==> src/rtl/temp_sampler.sv <==
// temp_sampler: averages 2^LOG2_AVG raw ADC readings, applies offset/gain
// calibration, saturates to signed Q7.0 and flags restart samples with init.
// A watchdog declares sensor_fault when no sample arrives for TIMEOUT cycles.
module temp_sampler #(
    parameter int unsigned LOG2_AVG = 2,
    parameter int unsigned TIMEOUT  = 1000
) (
    input  logic        clk,
    input  logic        rst,
    input  logic [11:0] adc_data,
    input  logic        adc_valid,
    output logic        adc_ready,
    input  logic [11:0] offset,
    input  logic [7:0]  gain,
    input  logic        resync,
    output logic [7:0]  T_cur,
    output logic        t_valid,
    output logic        init,
    output logic        t_sat,
    output logic        sensor_fault
);

    localparam int unsigned AW = 12 + LOG2_AVG;
    localparam int unsigned CW = LOG2_AVG + 1;
    localparam int unsigned N  = 1 << LOG2_AVG;

    typedef enum logic [1:0] {
        ST_ACC   = 2'd0,
        ST_CALC  = 2'd1,
        ST_FAULT = 2'd2
    } state_t;

    state_t        state_q, state_d;
    logic [AW-1:0] acc_q, acc_d;
    logic [CW-1:0] cnt_q, cnt_d;
    logic [15:0]   wd_q, wd_d;
    logic          first_q, first_d;
    logic [7:0]    t_cur_q, t_cur_d;
    logic          t_valid_q, t_valid_d;
    logic          init_q, init_d;
    logic          t_sat_q, t_sat_d;
    logic          fault_q, fault_d;

    logic               accept;
    logic [11:0]        avg;
    logic signed [12:0] diff;
    logic signed [8:0]  gain_s;
    logic signed [21:0] prod;
    logic signed [15:0] t_scaled;
    logic [7:0]         t_clamped;
    logic               t_clip;

    assign adc_ready = (state_q != ST_CALC) && !rst;
    assign accept    = adc_valid && adc_ready;

    // Calibration datapath: average, subtract offset, scale by Q2.6 gain, clamp to Q7.0
    always_comb begin
        avg      = acc_q[AW-1:LOG2_AVG];
        diff     = $signed({1'b0, avg}) - $signed({1'b0, offset});
        gain_s   = $signed({1'b0, gain});
        prod     = diff * gain_s;
        t_scaled = prod[21:6];
        if (t_scaled > 16'sd127) begin
            t_clamped = 8'h7f;
            t_clip    = 1'b1;
        end else if (t_scaled < -16'sd128) begin
            t_clamped = 8'h80;
            t_clip    = 1'b1;
        end else begin
            t_clamped = t_scaled[7:0];
            t_clip    = 1'b0;
        end
    end

    // Next-state and output logic for the ACC / CALC / FAULT controller
    always_comb begin
        state_d   = state_q;
        acc_d     = acc_q;
        cnt_d     = cnt_q;
        wd_d      = wd_q;
        first_d   = first_q;
        t_cur_d   = t_cur_q;
        t_valid_d = 1'b0;
        init_d    = 1'b0;
        t_sat_d   = 1'b0;
        fault_d   = fault_q;
        case (state_q)
            ST_ACC: begin
                if (resync) begin
                    acc_d   = '0;
                    cnt_d   = '0;
                    wd_d    = '0;
                    first_d = 1'b1;
                end else if (accept) begin
                    acc_d = acc_q + {{LOG2_AVG{1'b0}}, adc_data};
                    cnt_d = cnt_q + 1'b1;
                    wd_d  = '0;
                    if (cnt_q == CW'(N - 1)) begin
                        state_d = ST_CALC;
                    end
                end else if (wd_q == 16'(TIMEOUT - 1)) begin
                    state_d = ST_FAULT;
                    fault_d = 1'b1;
                    acc_d   = '0;
                    cnt_d   = '0;
                    wd_d    = '0;
                end else begin
                    wd_d = wd_q + 1'b1;
                end
            end
            ST_CALC: begin
                t_cur_d   = t_clamped;
                t_sat_d   = t_clip;
                t_valid_d = 1'b1;
                // A resync landing on the compute cycle still tags this result as a restart
                init_d    = first_q | resync;
                first_d   = 1'b0;
                acc_d     = '0;
                cnt_d     = '0;
                state_d   = ST_ACC;
            end
            ST_FAULT: begin
                if (resync) begin
                    acc_d   = '0;
                    cnt_d   = '0;
                    wd_d    = '0;
                    first_d = 1'b1;
                end else if (accept) begin
                    fault_d = 1'b0;
                    acc_d   = {{LOG2_AVG{1'b0}}, adc_data};
                    cnt_d   = CW'(1);
                    wd_d    = '0;
                    first_d = 1'b1;
                    state_d = ST_ACC;
                end
            end
            default: begin
                state_d = ST_ACC;
            end
        endcase
    end

    // State and output registers with synchronous reset
    always_ff @(posedge clk) begin
        if (rst) begin
            state_q   <= ST_ACC;
            acc_q     <= '0;
            cnt_q     <= '0;
            wd_q      <= '0;
            first_q   <= 1'b1;
            t_cur_q   <= '0;
            t_valid_q <= 1'b0;
            init_q    <= 1'b0;
            t_sat_q   <= 1'b0;
            fault_q   <= 1'b0;
        end else begin
            state_q   <= state_d;
            acc_q     <= acc_d;
            cnt_q     <= cnt_d;
            wd_q      <= wd_d;
            first_q   <= first_d;
            t_cur_q   <= t_cur_d;
            t_valid_q <= t_valid_d;
            init_q    <= init_d;
            t_sat_q   <= t_sat_d;
            fault_q   <= fault_d;
        end
    end

    assign T_cur        = t_cur_q;
    assign t_valid      = t_valid_q;
    assign init         = init_q;
    assign t_sat        = t_sat_q;
    assign sensor_fault = fault_q;

endmodule
==> config.mk <==
export PLATFORM = sky130hd
export DESIGN_NAME = temp_sampler
export DESIGN_NICKNAME = d
export VERILOG_FILES = /design/src/rtl/temp_sampler.sv
export SDC_FILE = /design/constraint.sdc
export NUM_CORES = 1
export LEC_CHECK = 0
export BUFFER_PORTS_ARGS = -buffer_cell sky130_fd_sc_hd__buf_4
export CAP_MARGIN = 0
export CORE_MARGIN = 8
export CORE_UTILIZATION = 50
export DETAILED_ROUTE_END_ITERATION = 12
export PLACE_DENSITY = 0.69
export SKIP_LAST_GASP = 1
export SYNTH_ARGS = -nofsm -noshare
export SYNTH_HDL_FRONTEND = slang
export SYNTH_SLANG_ARGS = --single-unit
==> constraint.sdc <==
create_clock -name clk -period 7.7 [get_ports clk]
set_input_delay 0.385 -clock clk [delete_from_list [all_inputs] [get_ports clk]]
set_output_delay 0.385 -clock clk [all_outputs]
set_load 0.02 [all_outputs]
# Yosys cells after proc, flatten, opt, wreduce, memory -nomap -nowiden
# Cells that the tools add are included.
# word_totals
register_bits	48
input_bits	36
output_inout_bits	13
wordCells	86
# classes
n_addsub	4
multipliers	1
magnitude_cmp	2
n_eq_ne	15
mux	40
n_bitwise	2
reduce_logical	12
# op_table
op	count
two-way mux 16 bit	5
two-way mux 14 bit	5
one-hot mux 14 bit (3 select lines)	1
one-hot mux 16 bit (2 select lines)	1
multiplier 13 x 9 -> 22 bit	1
adder 16 x 1 -> 16 bit, second input constant	1
equality test 16 x 10 -> 1 bit, second input constant	1
greater-than comparator 16 x 8 -> 1 bit, second input constant	1
less-than comparator 16 x 8 -> 1 bit, second input constant	1
two-way mux 8 bit	2
two-way mux 3 bit	5
adder 14 x 12 -> 14 bit	1
subtractor 12 x 12 -> 13 bit	1
two-way mux 2 bit	6
!= test 2 bit, second input constant	6
two-way mux 1 bit	11
!= test 3 bit, second input constant	3
one-hot mux 3 bit (3 select lines)	1
AND reduction 3 bit	2
AND reduction 6 bit	1
AND reduction 5 bit	1
!= test 4 bit, second input constant	1
one-hot mux 2 bit (2 select lines)	1
adder 3 x 1 -> 3 bit, second input constant	1
15 further kinds	16

# Logic depth before layout (Yosys ltp)
# Gate-level depths: netlist of run 1.
# logic_depth
word_depth	6
mapped_depth	29
depth_no_buf	28

# Worst setup path after synthesis of run 1
# No wires, ideal clock.
# synth_path
path_kind	in2reg
startpoint	in offset[0]
endpoint	reg t_cur_q[0] (netlist: T_cur[0])
setup_time_ns	0.122
arrival_time_ns	6.947
t_required_ns	7.578
slack_ns	0.631
path_stages	28
n_path_buf	1
cell_sequence	ha_1 > fa_1 > nor2b_1 > o21ai_0 > a21boi_0 > o21ai_0 > a21oi_1 > nor2_1 > o211ai_1 > a21boi_0 > fa_1 > inv_1 > fa_1 > inv_1 > fa_1 > inv_1 > fa_1 > inv_1 > ha_1 > clkbuf_1 > o21ai_0 > o21bai_1 > a221oi_1 > o21ai_2 > xor2_1 > nor4_1 > a311oi_2 > a221o_1
# synth_via
elab_chain_len	5
# synth_lines
element	line_no	source
from (decl)	13	input logic [11:0] offset,
subtractor 12 x 12 -> 13 bit (*)	59	diff = $signed({1'b0, avg}) - $signed({1'b0, offset});
multiplier 13 x 9 -> 22 bit (*)	61	prod = diff * gain_s;
less-than comparator 16 x 8 -> 1 bit	66	end else if (t_scaled < -16'sd128) begin
two-way mux 8 bit	66	
two-way mux 8 bit (*)	63	if (t_scaled > 16'sd127) begin
to (signal assigned)	162	t_cur_q <= t_cur_d;
to (decl)	38	logic [7:0] t_cur_q, t_cur_d;
# Every way passes the cells marked *; elsewhere a longest branch is shown, timed or not.
# A chain may end at the register's enable or synchronous reset.

# Final worst setup path of run 1
# layout_path
startpoint	reg acc_q[3]
endpoint	reg t_cur_q[6] (netlist: T_cur[6])
# layout_via
elab_chain_len	5
# layout_lines
element	line_no	source
from (decl)	34	logic [AW-1:0] acc_q, acc_d;
from (signal assigned)	147	acc_q <= '0;
from (signal assigned)	158	acc_q <= acc_d;
subtractor 12 x 12 -> 13 bit (*)	59	
multiplier 13 x 9 -> 22 bit (*)	61	
less-than comparator 16 x 8 -> 1 bit	66	
two-way mux 8 bit	66	
two-way mux 8 bit (*)	63	
# Marks and branches as above.

==> impl_results.md, run 1 <==
- # nets final: 1130
- Largest net degree at the start of global routing: 24
- Hpwl dp: 13.8 mm
- Power Dens Cells: around 450 nW/um2
- Synth Cell Area: 7380 um2
- Mean Syn Cell Area: 8.30 um2
- Num rows: between 40 and 50
- RSZ-0062 raised after global routing: false
- Warning count from the yosys run: 0
- Clk_lat worst skew: 0.31 ns
- Post-synth top area share: 0.231
- CP Max Fanout: 8
- Critical Path AT: 7.38 ns
- Final hold viol count: 0
- IO Port Bufs: 48
- Crit-path leading delay family: adder cells
- Fmax: around 140 MHz
- Setup TNS: 0 ns
- Core area: ~14000 um2
- Tightest Pin Transition: 1.11 ns
- Worst path required time: 7.89 ns
- GRT Total Usage: 0.197
- Clock sink count: 48
- Seq/Total Area, Yosys: 0.130
- Status: finished clean
- Type of element launching the critical path: flop
- Diode count: 0
- Number of remaining DRC errors: 0
- Layout area overhead: 11.0%
- Worst Hold Class: input port to flop
- Maxcap violations: 0
- Setup violators final: 0
- Vias in the first global route: 6345
- Tmin final: 7.19 ns
- Total wire length: 17.0 mm
- DR WL/cell: ~15 um
- Switch share: 0.526
- Layout cells sized above 1: 0.111
- Root Driver: clkbuf_16
- Top-count cell post-synth: inv_1
- Height of the die: around 140 um
- R2R Setup Slk: 0.51 ns
- Post-CTS setup buffers: 0
- 1st-iter DRT viols: around 280
- Slew HR: 0.259
- Max Slew Vio Count: 0
- Die X-Extent: about 140 um
- Routability cong.: about 0.85
- Final Util: 0.566
- Global-route wire length before repair: 29.9 mm
- Design internal power: 0.00173 W
- Cells after Synth: around 890
- Synth area leader: fa_1
- Yosys reg bits: 48
- CTS H-tree depth: 2
- Delay of the slowest critical-path stage: roughly 0.54 ns
- Period utilisation layout: 0.933
- DR vias/cell: 5.45
- Fillcell total: 1375
- CP Capture Type: flop
- Largest cells by area after synthesis: fa_1 23%, dfxtp_1 13%, ha_1 12%
- Syn_nets: 1081
- Initial Util: 0.509
- Pleak: 3.93 nW
- CP Class: flop to flop
- Clk slew on worst S/H paths: around 0.070 ns
- Clock share of power: 0.065
- Net switching power: 0.00192 W
- CP dominant cell by count: fa_1
- CTS tree: yes
- Antenna violations before repair: 0
- Synth cell count leaders: 159 x inv_1, 85 x fa_1, 77 x nand2_1, 71 x ha_1, 59 x nor2_1
- CP max stage cell: fa_1
- Post-synth EDFFs: 0
- I/O pin count: 49
- Yosys cell types: 74
- Asr flop ratio synth: 0
- CTS Buf Count: 5
- Overflow left after global routing: 0
- TritonRoute pass-1 iters: 4
- Sequential Power Share: 0.071
- Buf/Inv on CP: 4
- Maximum clock insertion buffer count: 2
- Maximum VDD drop: 0.000313 V
- Setup Skew: 0.00894 ns
- DR vias: 6121
- Post-synth top flop: dfxtp_1
- Logic pwr share: 0.864
- Post-DRT Antenna Nets: 0
- Die area: 18900 um2
- # hold bufs at CTS: 0
==> layout make-up <==
class	instances	area [um2]	area share
Inverter	159	597	0.0729
Clock inverter	2	13.8	0.00168
Timing Repair Buffer	65	488	0.0596
Clock buffer	6	139	0.0170
Tap cell	184	230	0.0281
Sequential cell	48	961	0.117
Multi-Input combinational cell	659	5760	0.703
==> placed cells by master (no fill, tap or decap), types with 8 or more instances in the layout <==
cell	instances
xor2_1	18
dfxtp_1	48
inv_1	159
fa_1	85
or3_1	8
xnor2_1	17
a21boi_0	9
nor2_1	59
a31oi_1	11
ha_1	71
nand2b_1	16
nand3_1	15
nor2b_1	19
buf_4	65
and2_1	48
nand2_1	77
a21oi_1	25
o21ai_0	19
nor3_1	20
==> final timing paths <==
check | start | end | depth (start not counted)
setup / recovery | acc_q[3] | T_cur[6] | 26
hold / removal | adc_data[2] | acc_q[2] | 3
setup reg to reg | acc_q[3] | T_cur[6] | 26
hold reg to reg | cnt_q[1] | cnt_q[1] | 2
==> worst register-to-register path: stages (launching register included) <==
cell,delay [ns]
dfxtp_1,0.36
ha_1,0.23
nor2b_1,0.12
o21ai_0,0.21
a21boi_1,0.12
o21ai_0,0.22
a21oi_1,0.16
a31o_2,0.28
o41ai_4,0.19
buf_4,0.22
mux2_2,0.36
fa_1,0.48
inv_1,0.05
fa_1,0.46
fa_1,0.49
inv_1,0.05
fa_1,0.54
inv_1,0.04
ha_1,0.38
and4_1,0.25
or3b_1,0.38
o211a_1,0.27
o211a_1,0.25
a211o_1,0.29
a41oi_2,0.24
nor2_4,0.09
a221o_1,0.31
==> kinds of logic (layout without fill, tap and decap cells) <==
family / Yosys count / count (layout) / synth area share
compound gates: 149 / 149 / 0.148
xor+xnor: 37 / 37 / 0.0477
fa+ha+maj: 156 / 156 / 0.351
buf+inv: 182 / 232 / 0.0936
flops: 48 / 48 / 0.130
mux: 13 / 13 / 0.0188
simple gates: 304 / 304 / 0.210
==> per-stage QoR <==
step	setup slack [ns]	cells	hold slack (ns)	area, um2	power (W)
floorplan	0.631	889	0.436	7380	0.00261
CTS	0.173	1123	0.358	8150	0.00359
global placement	0.266	1115	0.445	8000	0.00330
detailed placement	0.110	1115	0.453	8000	0.00332
global route	0.00910	1123	0.373	8190	0.00415
finish	0.513	1123	0.367	8190	0.00366
==> state kept, by name, summed over array words and instances (netlist names) <==
register	cells
wd_q	16
t_valid	1
cnt_q	3
sensor_fault	1
init	1
acc_q	14
first_q	1
state_q	2
T_cur	8
t_sat	1
==> layer usage <==
layer	vias up	track usage	routed length [um]
met5	-	0	0
met4	0	0.0513	325
met3	24	0.0292	491
met2	86	0.343	8520
met1	2972	0.249	7700
li1	3039	-	-
==> power groups by stage <==
stage / sequential [W] / clock, W / combinational [W]
floorplan: 0.000265 / 0 / 0.00234
global placement: 0.000266 / 0 / 0.00303
detailed placement: 0.000266 / 0 / 0.00306
CTS: 0.000260 / 0.000248 / 0.00308
global route: 0.000261 / 0.000254 / 0.00363
finish: 0.000260 / 0.000236 / 0.00316
==> timing repair <==
action / in CTS / in global routing
hold endpoints to repair: 0 / 0
resized for setup: 0 / 10
endpoints found under the setup margin: 0 / 8
Note: power is estimated with default switching activity, not from simulation.
==> run 2: changes to the inputs <==
PLACE_DENSITY = not set   (was 0.69)
PLACE_DENSITY_LB_ADDON = 0.08   (was not set)
SLEW_MARGIN = 20   (was not set)
clock period = 8.9 ns   (was 7.7 ns; I/O delays follow)
==> run 2 against run 1 <==
  * Maximum frequency fell by 8.5%
  * Clock power fell by 5%
  * Power fell by 18%
  * Combinational power fell by 19%
  * Utilization fell by 0.99 points
  * Routed wire length rose by 1.8%
  * First-iteration DRC count rose by 12%
  * Sequential share of layout area rose by 0.21 points
  * Sequential power fell by 13%
  * Cell count fell by 1.5%
  * Worst hold slack improved by 0.065 ns
  * Cell area fell by 1.7%
  * Critical path type unchanged
==> impl_results.md, run 2 (synthesis results as in run 1) <==
- Num rows: 44 (unchanged)
- Reg2reg path depth: 28 (+7.7%)
- Maximum clock insertion buffer count: 2 (unchanged)
- Dpl ws: 0.979 ns (+0.870 ns)
- Commonest non-fill, non-tap cells in the layout: 159 x inv_1, 85 x fa_1, 77 x nand2_1
- Die area: 18900 um2 (unchanged)
- PnR worst setup slack: 1.05 ns (+0.537 ns)
- IO Port Bufs: 48 (unchanged)
- Setup Skew: 0.00761 ns (-0.00133 ns)
- CP Class: flop to flop
- Largest register FFs: 16 (unchanged)
- Layout area overhead: 9.11%
- Routability cong.: 0.856 (+1.0%)
- CP Max Fanout: 8 (unchanged)
- Setup TNS: 0 ns (unchanged)
- Vias in the first global route: 6299 (-0.72%)
- Critical Path AT: 8.04 ns (+0.66 ns)
- Fillcell total: 1338 (-2.7%)
- Post-CTS setup buffers: 0 (unchanged)
- Global-route wire length before repair: 29.8 mm (-0.44%)
- Tightest Pin Transition: 1.07 ns (-0.0419 ns)
- Max Slew Vio Count: 0 (unchanged)
- Delay of the slowest critical-path stage: 0.63 ns (+0.09 ns)
- Power Dens Cells: 375 nW/um2 (-16%)
- Final hold viol count: 0 (unchanged)
- Total wire length: 17.3 mm (+1.8%)
- HP Start: adc_data[10]
- Worst hold slack: 0.433 ns (+0.0652 ns)
- Antenna violations before repair: 0 (unchanged)
- Worst path required time: 9.09 ns (+1.20 ns)
- GRT Total Usage: 0.197 (-0.000388)
- Overflow left after global routing: 0 (unchanged)
- Fin area: 8050 um2 (-1.7%)
- Slew HR: 0.287 (+0.0281)
- DR vias/cell: 5.46 (+0.26%)
- TritonRoute pass-1 iters: 5 (+1)
- Post-DRT Antenna Nets: 0 (unchanged)
- CTS tree: yes
- Status: finished clean
- Tmin final: 7.85 ns (+0.663 ns)
- R2R Setup Slk: 1.05 ns (+0.54 ns)
- CTS Buf Count: 5 (unchanged)
- Clock sink count: 48 (unchanged)
- Maximum VDD drop: 0.000261 V (-17%)
- Initial Util: 0.509 (unchanged)
- Worst r2r src: acc_q[2]
- 1st-iter DRT viols: 316 (+12%)
- CTS H-tree depth: 2 (unchanged)
- CP max stage cell: fa_1
- Maxcap violations: 0 (unchanged)
- Height of the die: 137 um (unchanged)
- Die X-Extent: 137 um (unchanged)
- Core area: 14500 um2 (unchanged)
- Largest net degree at the start of global routing: 24 (unchanged)
- Setup violators final: 0 (unchanged)
- Final Util: 0.556 (-0.00985)
- DP Area: 7870 um2 (-1.6%)
- Period utilisation layout: 0.882 (-0.0513)
- DR vias: 6044 (-1.3%)
- Layout cells sized above 1: 0.0900 (-0.0207)
- Number of remaining DRC errors: 0 (unchanged)
- Fmax: 127 MHz (-8.5%)
- Pleak: 3.85 nW (-2.2%)
- Worst reg2reg endpoint: T_cur[5]
- Hold Path End: acc_q[10]
- Clk slew on worst S/H paths: 0.07 ns (about the same)
- Commonest non-fill, non-tap cell in the layout: inv_1
- # nets final: 1113 (-1.5%)
- DR WL/cell: 15.7 um (+3.3%)
- I/O pin count: 49 (unchanged)
- Clk_lat worst skew: 0.30 ns (about the same)
- CP Capture Type: flop
- Hpwl dp: 14.1 mm (+2.4%)
- Worst Hold Class: input port to flop
- RSZ-0062 raised after global routing: false
- CTS resizes: 0 (unchanged)
- Hold path cells: 3 (unchanged)
- Type of element launching the critical path: flop
- Biggest register: wd_q
- # hold bufs at CTS: 0 (unchanged)
- Root Driver: clkbuf_16
- CP dominant cell by count: inv_1
- Diode count: 0 (unchanged)
## run 2: stage by stage
step	total power (W)	cells
floorplan	0.00226	889
global placement	0.00272	1098
detailed placement	0.00278	1098
CTS	0.00303	1106
global route	0.00337	1106
finish	0.00302	1106
## run 2: layout make-up
cell class                      count  area, um2  share of cell area
Inverter                          159        597              0.0742
Tap cell                          184        230              0.0286
Clock buffer                        5        125              0.0155
Multi-Input combinational cell    659       5730               0.712
Sequential cell                    48        961               0.119
Timing Repair Buffer               48        360              0.0448
Clock inverter                      3       46.3             0.00575
## run 2: where the power goes
part,leakage [nW],internal [W],switching (W)
Clock,0.0804,0.000134,0.0000917
Combinational,3.38,0.00105,0.00151
Sequential,0.388,0.000221,0.00000520
## run 2: layer usage
layer | up-vias | global-route usage | routed length (um)
met1 | 2905 | 0.244 | 7680
met5 | - | 0 | 0
met3 | 23 | 0.0350 | 814
met4 | 0 | 0.0591 | 336
met2 | 117 | 0.340 | 8510
li1 | 2999 | - | -
## run 2: critical path: cells and delay by family, from the launching register on
kind	cells	cell delay [ns]
and+or+nand+nor	5	1.42
adders and majority gates	7	3.18
AOI/OAI and AO/OA	10	2.25
buffers and inverters	6	0.49
DFF	1	0.40
## run 2: worst max-delay path by stage
stage                     startpoint        to  slack, ns  cells after the start
after floorplan            offset[0]  T_cur[0]       1.77                     28
after global placement     offset[0]  T_cur[3]       1.21                     27
after detailed placement   offset[0]  T_cur[5]       0.98                     28
after CTS                   acc_q[2]  T_cur[5]       1.05                     28
after global routing        acc_q[2]  T_cur[2]       0.53                     27
final                       acc_q[2]  T_cur[5]       1.05                     28
==> run 3: changes to the inputs <==
CAP_MARGIN = not set   (was 0)
clock period = 6.8 ns   (was 8.9 ns; I/O delays follow)
==> run 3 against run 2 <==
  * Cell count up 8.7%
  * Worst hold slack worse by 0.10 ns
  * Via count up 8.0%
  * Maximum frequency up 16%
  * First-iteration DRC count down 6.3%
  * Non-clock buffer count up 96
  * Clock skew up 0.00062 ns
  * Global-route usage up 1.0 points
  * Cell area up 14%
  * Routed wire length up 8.6%
  * Setup slack worse by 1.0 ns
  * Sequential cell count unchanged
==> impl_results.md, run 3 (synthesis results as in run 1) <==
- RSZ-0062 raised after global routing: true
- Root Driver: clkbuf_16
- Layout cells sized above 1: 0.237 (+0.147)
- 1st-iter DRT viols: 296 (-6.3%)
- Largest net degree at the start of global routing: 24 (unchanged)
- Biggest register: wd_q
- Critical Path AT: 6.98 ns (-1.06 ns)
- Commonest non-fill, non-tap cell in the layout: inv_1
- GRT Total Usage: 0.207 (+0.00999)
- Clock sink count: 48 (unchanged)
- Status: finished clean
- Maxcap violations: 0 (unchanged)
- Num rows: 44 (unchanged)
- Core area: 14500 um2 (unchanged)
- # nets final: 1209 (+8.6%)
- Setup Skew: 0.00824 ns (+0.000625 ns)
- Maximum clock insertion buffer count: 2 (unchanged)
- Worst Hold Class: input port to flop
- Worst reg2reg endpoint: T_cur[6]
- Overflow left after global routing: 0 (unchanged)
- HP Start: adc_data[5]
- Initial Util: 0.509 (unchanged)
- CP Capture Type: flop
- Routability cong.: 0.860 (+0.54%)
- Final Util: 0.635 (+0.0792)
- R2R Setup Slk: 0.02 ns (-1.03 ns)
- Tightest Pin Transition: 1.01 ns (-0.0558 ns)
- Antenna violations before repair: 0 (unchanged)
- Die area: 18900 um2 (unchanged)
- CTS H-tree depth: 2 (unchanged)
- CTS tree: yes
- Worst r2r src: acc_q[3]
- DR WL/cell: 15.7 um (-0.11%)
- Total wire length: 18.8 mm (+8.6%)
- Clk slew on worst S/H paths: 0.07 ns (about the same)
- IO Port Bufs: 48 (unchanged)
- Period utilisation layout: 0.997 (+0.115)
- CP max stage cell: fa_1
- Layout area overhead: 24.6%
- Number of remaining DRC errors: 0 (unchanged)
- Global-route wire length before repair: 31.6 mm (+6.1%)
- DR vias: 6525 (+8.0%)
- CP Max Fanout: 7 (-1)
- CP dominant cell by count: fa_1
- Die X-Extent: 137 um (unchanged)
- Hpwl dp: 14.7 mm (+4.3%)
- Crit-path leading delay family: adder cells
- DR vias/cell: 5.43 (-0.66%)
- Buf/Inv on CP: 5 (-1)
- Setup violators final: 0 (unchanged)
- Hold path cells: 3 (unchanged)
- Tmin final: 6.78 ns (-1.07 ns)
- Final hold viol count: 0 (unchanged)
- Slew HR: 0.324 (+0.0374)
- Reg2reg path depth: 27 (-3.6%)
- Type of element launching the critical path: flop
- Post-DRT Antenna Nets: 0 (unchanged)
- Delay of the slowest critical-path stage: 0.49 ns (-0.14 ns)
- Clk_lat worst skew: 0.31 ns (about the same)
- Largest register FFs: 16 (unchanged)
- Setup TNS: 0 ns (unchanged)
- CP Class: flop to flop
- Vias in the first global route: 6910 (+9.7%)
- Diode count: 0 (unchanged)
- Worst hold slack: 0.331 ns (-0.101 ns)
- Commonest non-fill, non-tap cells in the layout: 147 x inv_1, 139 x buf_4, 83 x fa_1
- Height of the die: 137 um (unchanged)
- Max Slew Vio Count: 0 (unchanged)
- I/O pin count: 49 (unchanged)
- Fillcell total: 1227 (-8.3%)
- Fmax: 147 MHz (+16%)
- Hold Path End: acc_q[5]
- TritonRoute pass-1 iters: 5 (unchanged)
- CTS Buf Count: 5 (unchanged)
- Worst path required time: 7.00 ns (-2.09 ns)
==> run 3: cell count changes in the layout (fill, tap and decap cells not counted), sizes merged <==
cell  before  now
buf       48  144
==> run 3: stage by stage <==
stage                     setup slack (ns)  cell area [um2]  cells
after detailed placement            -0.517             8400   1160
after CTS                          0.00386             8880   1187
final                               0.0174             9190   1202
after global placement              -0.281             8400   1160
after global routing                -0.275             9190   1202
after floorplan                    0.00368             7430    889
==> run 3: layer usage <==
metal  GRT usage  part of all wire  vias up
li1            -                 -     3185
met4      0.0754             0.027        0
met3      0.0321             0.043       34
met1       0.242              0.42     3165
met2       0.373              0.51      141
met5           0                 0        -
==> run 3: worst max path at each step <==
stage               startpoint       end  cells past startpoint
detailed placement   offset[0]  T_cur[5]                     29
global placement     offset[0]  T_cur[3]                     29
finish                acc_q[3]  T_cur[6]                     27
CTS                   acc_q[3]  T_cur[5]                     27
global route          acc_q[2]  T_cur[5]                     31
floorplan             acc_q[2]  T_cur[6]                     29
==> run 3: layout make-up <==
| class | instances | area [um2] | share of cell area |
|---|---|---|---|
| tap | 184 | 230 | 0.0250 |
| multi-input combinational | 659 | 6120 | 0.666 |
| sequential | 48 | 963 | 0.105 |
| inverter | 159 | 597 | 0.0649 |
| clock inverter | 3 | 46.3 | 0.00504 |
| clock buffer | 5 | 125 | 0.0136 |
| timing repair buffer | 144 | 1110 | 0.121 |
==> run 3: repair_timing <==
item | 4_1_cts | 5_1_grt
pin swaps | 45 | 50
setup buffers | 19 | 16
hold buffers | 0 | 0
setup endpoints to repair | 9 | 9
resized for setup | 41 | 45
==> run 3: tightest hold or removal path, stage by stage <==
cell and delay, ns:
buf_4 0.12, nand3_1 0.06, a31oi_1 0.07
Power of run 3 is left out: the tool's default activity adds up to more than one toggle a clock period on the data nets, which glitch-free logic cannot reach.
